### src/rtl/mem_pipe.sv
// mem_pipe: MEM stage of the 5-stage MIPS pipeline (data-memory req/ack access, timeout, M/W register).
// Optional misaligned-access trap is built in when MEM_MISALIGN_CHK_EN is defined.
module mem_pipe #(
    parameter int TO_CYC = 16
) (
    input  logic        clk,
    input  logic        rstn,
    input  logic        mem_to_reg_xm,
    input  logic        reg_write_xm,
    input  logic        mem_read_xm,
    input  logic        mem_write_xm,
    input  logic        fp_operation_xm,
    input  logic        branch_xm,
    input  logic [31:0] branch_addr_xm,
    input  logic [31:0] alu_out_xm,
    input  logic [31:0] alu_out_fp_xm,
    input  logic [31:0] mem_data_xm,
    input  logic [31:0] mem_data_fp_xm,
    input  logic [4:0]  rd_addr_xm,
    output logic        dmem_req,
    output logic        dmem_we,
    output logic [31:0] dmem_addr,
    output logic [31:0] dmem_wdata,
    input  logic        dmem_ack,
    input  logic [31:0] dmem_rdata,
    output logic        stall_o,
    output logic        bus_err_o,
    output logic        misalign_o,
    output logic        pc_src_o,
    output logic [31:0] pc_branch_o,
    output logic        mem_to_reg_mw,
    output logic        reg_write_mw,
    output logic        fp_operation_mw,
    output logic [4:0]  rd_addr_mw,
    output logic [31:0] alu_out_mw,
    output logic [31:0] alu_out_fp_mw,
    output logic [31:0] mem_rdata_mw
);
    localparam int CW = (TO_CYC > 1) ? $clog2(TO_CYC) : 1;
    localparam logic [CW-1:0] CNT_LAST = CW'(TO_CYC - 1);
    localparam logic [CW-1:0] CNT_ONE  = CW'(1);

    typedef enum logic [1:0] {
        ST_IDLE = 2'b00,
        ST_WAIT = 2'b01,
        ST_ERR  = 2'b10
    } state_t;

    state_t        state_r;
    state_t        state_next_s;
    logic [CW-1:0] cnt_r;
    logic [CW-1:0] cnt_next_s;
    logic          bus_err_r;
    logic          mem_op_s;
    logic          in_err_s;
    logic          misalign_s;
    logic          access_s;
    logic          stall_s;
    logic          advance_s;
    logic          load_done_s;
    logic [31:0]   addr_raw_s;

    assign mem_op_s   = mem_read_xm | mem_write_xm;
    assign in_err_s   = (state_r == ST_ERR);
    assign addr_raw_s = fp_operation_xm ? alu_out_fp_xm : alu_out_xm;
    assign dmem_wdata = fp_operation_xm ? mem_data_fp_xm : mem_data_xm;
    assign dmem_we    = mem_write_xm;

`ifdef MEM_MISALIGN_CHK_EN
    logic misalign_r;

    assign misalign_s = mem_op_s & (addr_raw_s[1:0] != 2'b00);
    assign dmem_addr  = addr_raw_s;
    assign misalign_o = misalign_r;

    // Misalign flag: one-cycle pulse after a trapped access
    always_ff @(posedge clk or negedge rstn) begin
        if (!rstn) begin
            misalign_r <= 1'b0;
        end else begin
            misalign_r <= misalign_s & ~in_err_s;
        end
    end
`else
    assign misalign_s = 1'b0;
    assign dmem_addr  = addr_raw_s & 32'hFFFF_FFFC;
    assign misalign_o = 1'b0;
`endif

    // A real bus access is a memory op that is neither in the error slot nor trapped.
    assign access_s    = mem_op_s & ~in_err_s & ~misalign_s;
    assign stall_s     = access_s & ~dmem_ack;
    assign advance_s   = ~stall_s & ~in_err_s & ~misalign_s;
    assign load_done_s = access_s & dmem_ack & mem_read_xm;

    // Gated with rstn so an access under reset is dropped immediately.
    assign dmem_req    = rstn & access_s;
    assign stall_o     = rstn & stall_s;
    assign bus_err_o   = bus_err_r;
    assign pc_src_o    = branch_xm;
    assign pc_branch_o = branch_addr_xm;

    // FSM state, timeout counter and bus-error flag registers
    always_ff @(posedge clk or negedge rstn) begin
        if (!rstn) begin
            state_r   <= ST_IDLE;
            cnt_r     <= {CW{1'b0}};
            bus_err_r <= 1'b0;
        end else begin
            state_r   <= state_next_s;
            cnt_r     <= cnt_next_s;
            bus_err_r <= (state_next_s == ST_ERR);
        end
    end

    // Next-state logic: wait for ack, give up after TO_CYC wait cycles
    always_comb begin
        state_next_s = state_r;
        cnt_next_s   = cnt_r;
        case (state_r)
            ST_IDLE: begin
                if (access_s && !dmem_ack) begin
                    state_next_s = ST_WAIT;
                    cnt_next_s   = {CW{1'b0}};
                end else begin
                    state_next_s = ST_IDLE;
                    cnt_next_s   = cnt_r;
                end
            end
            ST_WAIT: begin
                if (!access_s || dmem_ack) begin
                    state_next_s = ST_IDLE;
                    cnt_next_s   = {CW{1'b0}};
                end else if (cnt_r == CNT_LAST) begin
                    state_next_s = ST_ERR;
                    cnt_next_s   = {CW{1'b0}};
                end else begin
                    state_next_s = ST_WAIT;
                    cnt_next_s   = cnt_r + CNT_ONE;
                end
            end
            ST_ERR: begin
                state_next_s = ST_IDLE;
                cnt_next_s   = {CW{1'b0}};
            end
            default: begin
                state_next_s = ST_IDLE;
                cnt_next_s   = {CW{1'b0}};
            end
        endcase
    end

    // M/W pipeline register: capture on advance, bubble (no writeback) otherwise
    always_ff @(posedge clk or negedge rstn) begin
        if (!rstn) begin
            mem_to_reg_mw   <= 1'b0;
            reg_write_mw    <= 1'b0;
            fp_operation_mw <= 1'b0;
            rd_addr_mw      <= 5'd0;
            alu_out_mw      <= 32'd0;
            alu_out_fp_mw   <= 32'd0;
            mem_rdata_mw    <= 32'd0;
        end else if (advance_s) begin
            mem_to_reg_mw   <= mem_to_reg_xm;
            reg_write_mw    <= reg_write_xm;
            fp_operation_mw <= fp_operation_xm;
            rd_addr_mw      <= rd_addr_xm;
            alu_out_mw      <= alu_out_xm;
            alu_out_fp_mw   <= alu_out_fp_xm;
            if (load_done_s) begin
                mem_rdata_mw <= dmem_rdata;
            end else begin
                mem_rdata_mw <= mem_rdata_mw;
            end
        end else begin
            reg_write_mw  <= 1'b0;
            mem_to_reg_mw <= 1'b0;
        end
    end
endmodule

### config.mk
export PLATFORM = sky130hd
export DESIGN_NAME = mem_pipe
export DESIGN_NICKNAME = d
export VERILOG_FILES = /design/src/rtl/mem_pipe.sv
export SDC_FILE = /design/constraint.sdc
export NUM_CORES = 1
export LEC_CHECK = 0
export ABC_AREA = 0
export BUFFER_PORTS_ARGS = -buffer_cell sky130_fd_sc_hd__buf_2
export CAP_MARGIN = 40
export CORE_AREA = 10 10 153 155
export CTS_CLUSTER_DIAMETER = 200
export DETAILED_ROUTE_END_ITERATION = 12
export DIE_AREA = 0 0 163 165
export HOLD_SLACK_MARGIN = 0.08
export PLACE_DENSITY = 0.63
export SLEW_MARGIN = 20
export SYNTH_ARGS = -nofsm -noshare
export SYNTH_HDL_FRONTEND = slang
export SYNTH_SLANG_ARGS = --single-unit
### constraint.sdc
create_clock -name clk -period 1.9 [get_ports clk]
set_input_delay 0.19 -clock clk [delete_from_list [all_inputs] [get_ports clk]]
set_output_delay 0.19 -clock clk [all_outputs]
set_load 0.03 [all_outputs]
==> flow_summary_export.csv <==
group,metric,value,unit
run_status,status,"finished, final reports clean",
worst_setup_path,end_kind,"output pin",
detailed_routing,vias_per_cell,4.268,
worst_setup_path,cp-start-kind,"flip-flop",
worst_setup_path,r2r-start,"state_r[0]",
worst_setup_path,crit_chain,"nand2b_4 -> o211a_1 -> nor2b_1 -> buf_2",
grt,grt_max_degree,112,
timing,rsz0062_at_grt,"no",
worst_setup_path,rrSetupSlack,0.33,ns
clocking,cts_tree,"built",
timing,tightest_slew,0.6151,ns
grt,antenna_found_initial,0,
grt,grt_pass1_wl,28950,um
timing,slew_headroom,0.5899,
power_and_ir_drop,p_sw_frac,0.3505,
grt,grt_pass1_vias,4889,
clocking,clock_sinks,111,
floorplan,rows,52,
logic_synthesis,synth_warnings,0,
placed_design,dp_hpwl,15140,um
power_and_ir_drop,comb_power_share,0.321,
worst_setup_path,critPathTopFamily,"flip-flops",
clocking,clk_pin_slew,0.08,ns
timing,fmax,587.4,MHz
detailed_routing,drc,0,
job,drv_cap,0,
power_and_ir_drop,power_frac_seq,0.402,
floorplan,initial_utilization,0.2697,
timing,timing.hold.ws,0.09749,ns
detailed_routing,drt_iter0_drc,241,
power_and_ir_drop,p_per_area,821.7,mW/mm^2
placed_design,gp_congestion,0.8379,
worst_setup_path,required,1.71,ns
placed_design,placed_cells,927,
cells_and_area,antenna_cells,0,
timing,fin_skew,0.01115,ns
power_and_ir_drop,clkPwrFrac,0.278,
floorplan,die-width,163,um
floorplan,coreArea,0.02017,mm^2
clocking,cts_resized,0,
worst_setup_path,reg2reg_to,"mem_rdata_mw[7]",
clocking,insertion_delay,0.35,ns
logic_synthesis,synth_area,0.005440,mm^2
power_and_ir_drop,ir_worst_vdd,0.3727,mV
worst_setup_path,ff2ff_path_depth,4,
detailed_routing,route.vias.total,4396,
floorplan,dieHeight,165,um
worst_hold_path,hold_path.class,"input pin to flip-flop",
timing,final_hold_viol_count,0,
cells_and_area,nets,962,
logic_synthesis,synth_area_per_cell,15.03,um^2
detailed_routing,antenna_left,0,
logic_synthesis,yosysSeqAreaShare,0.5106,
cells_and_area,drive_above_1_share,0.7066,
detailed_routing,wl_per_cell,19.08,um
power_and_ir_drop,p_int,4.445,mW
detailed_routing,wl,19650,um
worst_hold_path,holdPathEnd,"alu_out_fp_mw[5]",
logic_synthesis,syn_inst,362,
logic_synthesis,ys_ff_latch,111,
detailed_routing,drt_first_pass_iters,4,
worst_setup_path,slowest_delay,0.44,ns
power_and_ir_drop,p_leak,4.082,nW
floorplan,fp.dieArea,0.02690,mm^2
worst_setup_path,crit_fanout,7,
clocking,h-tree-depth,3,
clocking,clk_path_buf_depth,2,
power_and_ir_drop,power_switching,2.399,mW
timing,fin_tns_setup,0,ns
timing,min_period,1.702,ns
clocking,cts_made_buffers,9,
floorplan,ios,412,
timing,finalSetupViolCount,0,
logic_synthesis,yosysUniqueCellTypes,30,
cells_and_area,final_cells,1030,
worst_setup_path,crit_arrival,1.51,ns
grt,grt_use_total,0.1365,
worst_setup_path,path_class,"flip-flop to output pin",
worst_hold_path,hold_start,"alu_out_fp_xm[5]",
timing,slew_violations,0,
worst_setup_path,crit_buf_inv,1,
clocking,root_buffer,"clkbuf_16",
placed_design,io_buffer_count,342,
cells_and_area,syn_to_final_growth,53.08,%
worst_hold_path,min_path_cells,2,
clocking,post_cts_buffers,0,
grt,grt-ovfl-total,0,
timing,period_share,0.8960,
worst_setup_path,critical_path.slowest_cell,"dfrtp_1",
-- worst register-to-register path: stages (launching register included) --
cell and delay [ns]:
dfrtp_1 0.44, nand2b_4 0.20, and3_4 0.32, buf_12 0.20, mux2_4 0.31
-- kinds of logic (layout without fill, tap and decap cells) --
kind of cell,after synthesis,after routing,share of synthesized area
compound gates,8,8,0.01334
xor+xnor,2,2,0.003220
fa+ha+maj,1,1,0.002300
buf+inv,57,453,0.08740
flops,111,111,0.5106
mux,164,164,0.3602
other cells,1,3,0.0006893
simple gates,18,18,0.02231
-- synth_stat cells --
| library cell | number | share of area |
|---|---|---|
| conb_1 | 1 | 0.00069 |
| nor4b_1 | 1 | 0.0016 |
| clkbuf_1 | 1 | 0.00069 |
| xor2_1 | 1 | 0.0016 |
| buf_6 | 7 | 0.014 |
| buf_2 | 6 | 0.0055 |
| clkbuf_8 | 1 | 0.0025 |
| nor4_1 | 2 | 0.0023 |
| nor2_1 | 1 | 0.00069 |
| mux2_2 | 134 | 0.28 |
| ha_1 | 1 | 0.0023 |
| inv_1 | 1 | 0.00069 |
| buf_12 | 3 | 0.011 |
| o21a_1 | 1 | 0.0014 |
| a21oi_1 | 3 | 0.0028 |
| and3_4 | 1 | 0.0021 |
| nand2_2 | 1 | 0.0012 |
| a41o_2 | 1 | 0.0021 |
| dfrtp_1 | 111 | 0.51 |
| and3_2 | 2 | 0.0028 |
| nor2b_1 | 1 | 0.0012 |
| nand3_1 | 7 | 0.0064 |
| o21ba_2 | 1 | 0.0018 |
| xnor2_1 | 1 | 0.0016 |
| o211a_1 | 1 | 0.0018 |
| mux2_4 | 30 | 0.083 |
| buf_4 | 38 | 0.052 |
| o21bai_4 | 1 | 0.0035 |
| nand2b_4 | 1 | 0.0025 |
| nand4b_1 | 1 | 0.0016 |
-- layout make-up --
type	instances	area, um^2
sequential	111	2778
clock inverter	7	71.32
multi-input combinational	196	2200
timing repair buffer	436	2713
clock buffer	9	225.2
tap	270	337.8
fill	1867	11840
inverter	1	3.754
-- cell usage in the layout (no fill, tap or decap) --
cell type,instances
buf_2,341
mux2_2,134
dfrtp_1,111
dlygate4sd3_1,87
mux2_4,30
clkbuf_16,9
nand3_1,7
buf_12,6
a21oi_1,3
conb_1,3
inv_8,3
nor4_1,2
and3_2,2
buf_4,2
inv_1,1
o21bai_4,1
nor2_1,1
o21a_1,1
nand2b_4,1
o211a_1,1
nor2b_1,1
nand2_4,1
and3_4,1
o21ba_2,1
nand4b_1,1
xor2_1,1
xnor2_1,1
nor4b_1,1
a41o_2,1
ha_1,1
clkinv_2,1
clkinv_4,1
clkinvlp_4,1
clkinv_8,1
-- power groups by stage --
stage | clock, mW | combinational [mW] | sequential, mW
2_1_floorplan | 0 | 0.929 | 3.31
5_1_grt | 2.11 | 2.31 | 2.78
6_report | 1.90 | 2.19 | 2.75
3_5_place_dp | 0 | 2.08 | 2.79
3_3_place_gp | 0 | 2.06 | 2.79
4_1_cts | 2.01 | 2.22 | 2.75
-- worst max path at each step --
stage                     from  slack [ns]               end  depth (start not counted)
detailed placement  state_r[0]        0.34  mem_rdata_mw[30]                          4
global placement    state_r[0]        0.37   mem_rdata_mw[7]                          4
finish              state_r[0]        0.20           stall_o                          4
global route        state_r[0]        0.09           stall_o                          4
floorplan           state_r[1]        0.32           stall_o                          4
CTS                 state_r[0]        0.19           stall_o                          4
-- layer usage --
layer / vias to the layer above / wire length (um) / track usage
met5: - / 0 / 0
met4: 0 / 635 / 0.06148
met3: 46 / 1660 / 0.04630
met2: 218 / 10550 / 0.2462
met1: 2108 / 6798 / 0.1405
li1: 2024 / - / -
-- through the flow --
step / utilization / setup WS (ns) / instance area, um^2 / total power, mW
after detailed placement: 0.3550 / 0.3395 / 7161 / 4.867
final: 0.4129 / 0.1976 / 8328 / 6.843
after global routing: 0.4129 / 0.09375 / 8328 / 7.205
after CTS: 0.4124 / 0.1861 / 8318 / 6.979
after floorplan: - / 0.3228 / 5448 / 4.236
after global placement: 0.3550 / 0.3660 / 7161 / 4.844
-- flip-flops by register name, indices dropped and copies added, names as in the netlist --
register and flops:
mem_to_reg_mw 1, alu_out_fp_mw 32, fp_operation_mw 1, reg_write_mw 1, state_r 2, cnt_r 4, rd_addr_mw 5, bus_err_o 1
mem_rdata_mw 32, alu_out_mw 32
-- timing repair --
item                                    in CTS  in global routing
hold endpoints to repair                   196                  1
hold buffers                                86                  1
endpoints found under the setup margin       0                  0
(Power assumes the default switching activity.)
